==> src/rtl/lc3_mem_pkg.sv <==
// rtl/lc3_mem_pkg.sv - shared types and defaults for the LC-3 memory arbiter
package lc3_mem_pkg;

  localparam int AW_DEF = 16;
  localparam int DW_DEF = 16;

  typedef enum logic [2:0] {
    IDLE,
    F_ACC,
    D_ACC,
    D_PTR,
    D_GAP,
    D_IND
  } arb_state_t;

  typedef enum logic {
    REQ_F,
    REQ_D
  } req_id_t;

  // Only F_ACC belongs to the fetch side; every other busy state serves D.
  function automatic req_id_t owner_of(input arb_state_t s);
    return (s == F_ACC) ? REQ_F : REQ_D;
  endfunction

endpackage

==> src/rtl/lc3_mem_timer.sv <==
// rtl/lc3_mem_timer.sv - per-access timeout counter (load/count/expire)
module lc3_mem_timer #(
  parameter int TIMEOUT = 64
) (
  input  logic clk,
  input  logic rst_n,
  input  logic load,
  input  logic count,
  output logic expire
);

  localparam int TW = $clog2(TIMEOUT + 1);

  // Holds the number of strobe cycles elapsed including the current one.
  logic [TW-1:0] timer;

  always_ff @(posedge clk or negedge rst_n) begin
    if (!rst_n) begin
      timer <= '0;
    end else if (load) begin
      timer <= TW'(1);
    end else if (count) begin
      timer <= timer + TW'(1);
    end else begin
      timer <= '0;
    end
  end

  assign expire = (timer == TW'(TIMEOUT));

endmodule

==> src/rtl/lc3_mem_arbiter.sv <==
// rtl/lc3_mem_arbiter.sv - shares the LC-3 memory port between fetch and data requesters
module lc3_mem_arbiter
  import lc3_mem_pkg::*;
#(
  parameter int AW           = AW_DEF,
  parameter int DW           = DW_DEF,
  parameter int TIMEOUT      = 64,
  parameter int MAX_D_STREAK = 2
) (
  input  logic          clk,
  input  logic          rst_n,
  input  logic          f_req,
  input  logic [AW-1:0] f_addr,
  output logic          f_gnt,
  output logic          f_done,
  output logic [DW-1:0] f_rdata,
  input  logic          d_req,
  input  logic          d_we,
  input  logic          d_ind,
  input  logic [AW-1:0] d_addr,
  input  logic [DW-1:0] d_wdata,
  output logic          d_gnt,
  output logic          d_done,
  output logic [DW-1:0] d_rdata,
  output logic          d_err,
  output logic          f_err,
  output logic          mem_en,
  output logic          mem_we,
  output logic [AW-1:0] mem_addr,
  output logic [DW-1:0] mem_wdata,
  input  logic [DW-1:0] mem_rdata,
  input  logic          mem_complete,
  output logic          busy
);

  localparam int SW = (MAX_D_STREAK < 1) ? 1 : $clog2(MAX_D_STREAK + 1);

  arb_state_t    state;
  logic [SW-1:0] streak;
  logic [AW-1:0] ptr;

  logic    in_access;
  logic    arb_ok;
  logic    expire;
  logic    t_load;
  logic    t_count;
  req_id_t winner;

  assign in_access = (state == F_ACC) || (state == D_ACC) ||
                     (state == D_PTR) || (state == D_IND);

  // No arbitration while a done pulse is visible: the finishing requester
  // has not yet had a chance to drop its request.
  assign arb_ok = (state == IDLE) && !f_done && !d_done && (f_req || d_req);

  always_comb begin
    winner = REQ_D;
    if (f_req && (!d_req || streak == SW'(MAX_D_STREAK))) begin
      winner = REQ_F;
    end
  end

  assign t_load  = arb_ok || (state == D_GAP);
  assign t_count = in_access && !mem_complete && !expire;

  lc3_mem_timer #(
    .TIMEOUT(TIMEOUT)
  ) u_timer (
    .clk   (clk),
    .rst_n (rst_n),
    .load  (t_load),
    .count (t_count),
    .expire(expire)
  );

  always_ff @(posedge clk or negedge rst_n) begin
    if (!rst_n) begin
      state     <= IDLE;
      streak    <= '0;
      ptr       <= '0;
      f_gnt     <= 1'b0;
      f_done    <= 1'b0;
      f_err     <= 1'b0;
      f_rdata   <= '0;
      d_gnt     <= 1'b0;
      d_done    <= 1'b0;
      d_err     <= 1'b0;
      d_rdata   <= '0;
      mem_en    <= 1'b0;
      mem_we    <= 1'b0;
      mem_addr  <= '0;
      mem_wdata <= '0;
      busy      <= 1'b0;
    end else begin
      f_gnt  <= 1'b0;
      d_gnt  <= 1'b0;
      f_done <= 1'b0;
      d_done <= 1'b0;
      f_err  <= 1'b0;
      d_err  <= 1'b0;

      if (in_access && !mem_complete && expire) begin
        // Timeout aborts the whole operation, including a pending D_IND.
        mem_en <= 1'b0;
        busy   <= 1'b0;
        state  <= IDLE;
        if (owner_of(state) == REQ_F) begin
          f_done  <= 1'b1;
          f_err   <= 1'b1;
          f_rdata <= '0;
        end else begin
          d_done  <= 1'b1;
          d_err   <= 1'b1;
          d_rdata <= '0;
        end
      end else begin
        case (state)
          IDLE: begin
            if (arb_ok) begin
              mem_en <= 1'b1;
              busy   <= 1'b1;
              if (winner == REQ_F) begin
                f_gnt    <= 1'b1;
                mem_we   <= 1'b0;
                mem_addr <= f_addr;
                streak   <= '0;
                state    <= F_ACC;
              end else begin
                d_gnt    <= 1'b1;
                mem_addr <= d_addr;
                if (f_req && streak != SW'(MAX_D_STREAK)) begin
                  streak <= streak + SW'(1);
                end
                if (d_ind) begin
                  mem_we <= 1'b0;
                  state  <= D_PTR;
                end else begin
                  mem_we    <= d_we;
                  mem_wdata <= d_wdata;
                  state     <= D_ACC;
                end
              end
            end
          end

          F_ACC, D_ACC, D_IND: begin
            if (mem_complete) begin
              mem_en <= 1'b0;
              busy   <= 1'b0;
              state  <= IDLE;
              if (state == F_ACC) begin
                f_done  <= 1'b1;
                f_rdata <= mem_rdata;
              end else begin
                d_done <= 1'b1;
                if (!mem_we) begin
                  d_rdata <= mem_rdata;
                end
              end
            end
          end

          D_PTR: begin
            if (mem_complete) begin
              ptr    <= mem_rdata[AW-1:0];
              mem_en <= 1'b0;
              state  <= D_GAP;
            end
          end

          D_GAP: begin
            mem_en    <= 1'b1;
            mem_addr  <= ptr;
            mem_we    <= d_we;
            mem_wdata <= d_wdata;
            state     <= D_IND;
          end

          default: begin
            mem_en <= 1'b0;
            busy   <= 1'b0;
            state  <= IDLE;
          end
        endcase
      end
    end
  end

endmodule

==> config.mk <==
export PLATFORM = sky130hd
export DESIGN_NAME = lc3_mem_arbiter
export DESIGN_NICKNAME = d
export VERILOG_FILES = /design/src/rtl/lc3_mem_pkg.sv /design/src/rtl/lc3_mem_timer.sv /design/src/rtl/lc3_mem_arbiter.sv
export SDC_FILE = /design/constraint.sdc
export NUM_CORES = 1
export LEC_CHECK = 0
export ABC_AREA = 0
export CORE_ASPECT_RATIO = 1.1
export CORE_UTILIZATION = 33
export CTS_BUF_LIST = sky130_fd_sc_hd__clkbuf_8
export CTS_CLUSTER_SIZE = 40
export DETAILED_ROUTE_END_ITERATION = 6
export PLACE_DENSITY = 0.67
export SYNTH_ARGS = -nofsm -noshare
export SYNTH_HDL_FRONTEND = slang
export SYNTH_HIERARCHICAL = 1
export SYNTH_SLANG_ARGS = --single-unit
==> constraint.sdc <==
create_clock -name clk -period 1.9 [get_ports clk]
set_input_delay 0.38 -clock clk [delete_from_list [all_inputs] [get_ports clk]]
set_output_delay 0.38 -clock clk [all_outputs]
set_load 0.02 [all_outputs]
==> results.yml <==
status:
  status: "finished with violations"
  violations: "setup timing"
clock_tree:
  cts_buffers: 9
  cts.htree.levels: 3
  worst_skew_pair.late_latency_ps: 380
  cts.sinks: 101
  path_clk_slew_ps: 100
  cts_tree: "yes"
  root_buffer: "clkbuf_8"
  clockBufferDepth: 2
final_layout:
  fin_area_um2: 7030
  antenna_cells: 0
  fillers: 1169
  drive_above_1_share_pct: 28.7
  multiInputGateArea_um2: 2030
  seq_area_um2: 2530
  syn_to_final_growth_pct: 53.1
  nets: 636
grt:
  antenna_found_initial: 0
  overflow: 0
  grt_pass1_wl_mm: 20.6
  grt_pass1_vias: 3933
  grt_max_degree: 44
  track_usage_pct: 18.8
critical_path:
  required_ps: 2170
  startpoint: "u_timer/timer[3]"
  r2r-start: "u_timer/timer[3]"
  cp_max_fo: 7
  start_kind: "flip-flop"
  critPathCaptureType: "flip-flop"
  worstPathArrival_ps: 2230
  crit_type: "flip-flop to flip-flop"
drt:
  wire_per_inst_um: 17.5
  routed_via_density: 5.03
  vias: 3775
  ant_nets: 0
  drt_iter0_drc: 244
  wirelength_mm: 13.2
  drc: 0
  dr.pass1.iters: 5
sta:
  slew_headroom_pct: 70.6
  hold_violations: 0
  setup_violations: 26
  slew_violations: 0
  worstMarginPinSlew_ps: 440
  whs_ps: 422
  clock_skew_ps: 13.3
  fin_ws_ps: -61.5
  rsz0062_at_grt: "yes"
  layout_min_cycle_time_ps: 1960
  period_share_pct: 103
  max_freq_mhz: 510
synth:
  ys_async_sr_fraction_pct: 100
  synth_fp_nets: 457
  ys_types: 53
  ys.flop_type: "dfrtp_1"
  yosys_warnings: 6
  yosysSeqAreaShare_pct: 55.0
  postSynthCellCount: 383
  synth_area_leaders: "dfrtp_1 (55%), mux2_2 (11%), nor3_1 (3.7%), a2111oi_0 (3.1%), mux2_4 (2.9%)"
  ys_ff_latch: 101
  synth_area_leader_cell: "dfrtp_1"
  yosysTopAreaCellShare_pct: 55.0
  avgSynthCellArea_um2: 12.0
  synth_area_um2: 4590
  synth_enable_flop_cells: 0
power_and_ir_drop:
  power_density_nw_per_um2: 1640
  peakVddDrop_mv: 0.782
  power.leakage_nw: 3.03
  p_total_mw: 11.5
die:
  io_pins: 144
  fp.dieH_um: 126
  core_region_area_um2: 13400
  die_area_um2: 14400
  row_count: 44
  dieWidth_um: 114
  start_util_pct: 34.3
placed_design:
  postPlaceCellArea_um2: 6510
  gp_congestion: 0.832
  port_buffers: 143
  dp_hpwl_mm: 9.53
worst_hold_path:
  hp-class: "input pin to async pin"
job:
  maxCapViolCount: 0
==> logic make-up after synthesis <==
kind of cell | Yosys count | synth area share, %
multiplexers | 61 | 15.6
flip-flops | 101 | 55.0
XOR/XNOR | 3 | 0.572
buffers and inverters | 39 | 4.66
AO/OA/AOI/OAI | 63 | 9.92
adder cells (fa/ha/maj) | 3 | 0.818
AND/OR/NAND/NOR | 113 | 13.4
==> placed cells by master, fill, tap and decap left out, types with 3 or more instances in the layout <==
cell	Yosys	layout
nor3_1	34	34
nor2_1	9	8
and2_4	0	13
a2111oi_1	0	6
ha_1	3	3
o22ai_1	16	16
mux2_2	45	37
o31ai_1	4	4
clkdlybuf4s50_1	0	141
nor2b_1	4	4
a21oi_1	3	3
a2111oi_2	0	7
clkbuf_8	0	10
inv_1	10	11
mux2_4	9	21
buf_12	1	6
a21o_1	3	3
o21ai_0	8	7
buf_6	3	3
a2111oi_0	16	3
and3_1	17	16
nand2_1	16	14
mux2i_1	3	3
dfrtp_1	101	101
nand2b_1	4	3
buf_4	3	40
==> worst max-delay path, stage by stage (launching register included) <==
cell	delay, ps
dfrtp_1	410
nor4_2	300
and3_4	260
nand2b_4	80
o21ai_2	60
a32o_2	240
clkbuf_16	180
mux2_2	330
==> state kept, by name, indices dropped and copies added, names as in the netlist <==
register	cells
busy	1
d_done	1
d_err	1
d_gnt	1
d_rdata	16
f_done	1
f_err	1
f_gnt	1
f_rdata	16
mem_addr	16
mem_en	1
mem_wdata	16
mem_we	1
ptr	16
state	3
streak	2
u_timer/timer	7
==> cells in the mapped netlist (2+ instances only) <==
| library cell | count |
|---|---|
| a21oi_1 | 3 |
| mux2_4 | 9 |
| o31ai_1 | 4 |
| a21o_1 | 3 |
| a2111oi_0 | 16 |
| o2bb2ai_1 | 2 |
| nand2_1 | 16 |
| or3_1 | 2 |
| ha_1 | 3 |
| dfrtp_1 | 101 |
| buf_2 | 4 |
| mux2_2 | 45 |
| mux2_1 | 4 |
| inv_1 | 10 |
| nor2_1 | 9 |
| nand4_1 | 2 |
| and3_1 | 17 |
| clkbuf_1 | 15 |
| o22ai_1 | 16 |
| buf_4 | 3 |
| nor2b_1 | 4 |
| mux2i_1 | 3 |
| and2_1 | 14 |
| buf_6 | 3 |
| o21ai_0 | 8 |
| nand2b_1 | 4 |
| nor3_1 | 34 |
| o21a_1 | 2 |
| xor2_1 | 2 |
| nand3_1 | 2 |
==> power by group <==
part / leakage [nW] / switching (mW) / internal [mW]
clock: 0.118 / 0.755 / 0.779
sequential: 1.23 / 0.705 / 3.16
combinational: 1.68 / 2.88 / 3.23
total: 3.03 / 4.34 / 7.18
==> metal layers <==
layer | vias up | routed length (µm) | global-route usage (%)
li1 | 1751 | - | -
met1 | 1865 | 5760 | 25.2
met2 | 142 | 6280 | 30.1
met3 | 17 | 856 | 3.51
met4 | 0 | 274 | 6.88
met5 | - | 0 | 0
==> final cells by class <==
cell class / count / area share, %
multi-input combinational: 243 / 28.9
timing repair inverter: 1 / 0.231
tap: 184 / 3.27
clock inverter: 6 / 1.23
sequential: 101 / 35.9
clock buffer: 10 / 1.96
timing repair buffer: 194 / 27.6
inverter: 12 / 0.872
==> metrics by stage <==
stage	std cells	TNS, ps	worst slack [ps]	util, %
after floorplan	383	0	12.0	-
after global placement	728	-8590	-402	48.6
after detailed placement	728	-10210	-396	48.6
after CTS	749	-977	-53.6	51.5
after global routing	751	-2270	-114	52.6
final	751	-658	-61.5	52.6
==> worst paths after layout <==
| kind | depth (start not counted) | slack [ps] | endpoint |
|---|---|---|---|
| worst min-delay path | 2 | 420 | state[1] |
| worst min register to register | 1 | 490 | mem_en |
| max in group asynchronous | 3 | 830 | f_rdata[3] |
| worst max register to register | 7 | -60 | d_rdata[2] |
| min in group clk | 1 | 490 | mem_en |
| worst max-delay path | 7 | -60 | d_rdata[2] |
==> timing repair <==
item | 4_1_cts | 5_1_grt
resized for setup | 28 | 39
pin swaps | 4 | 3
cloned | 2 | 1
hold endpoints to repair | 14 | 0
hold buffers | 1 | 0
setup endpoints to repair | 34 | 45
setup buffers | 2 | 1
Note: power is estimated with default switching activity, not from simulation.
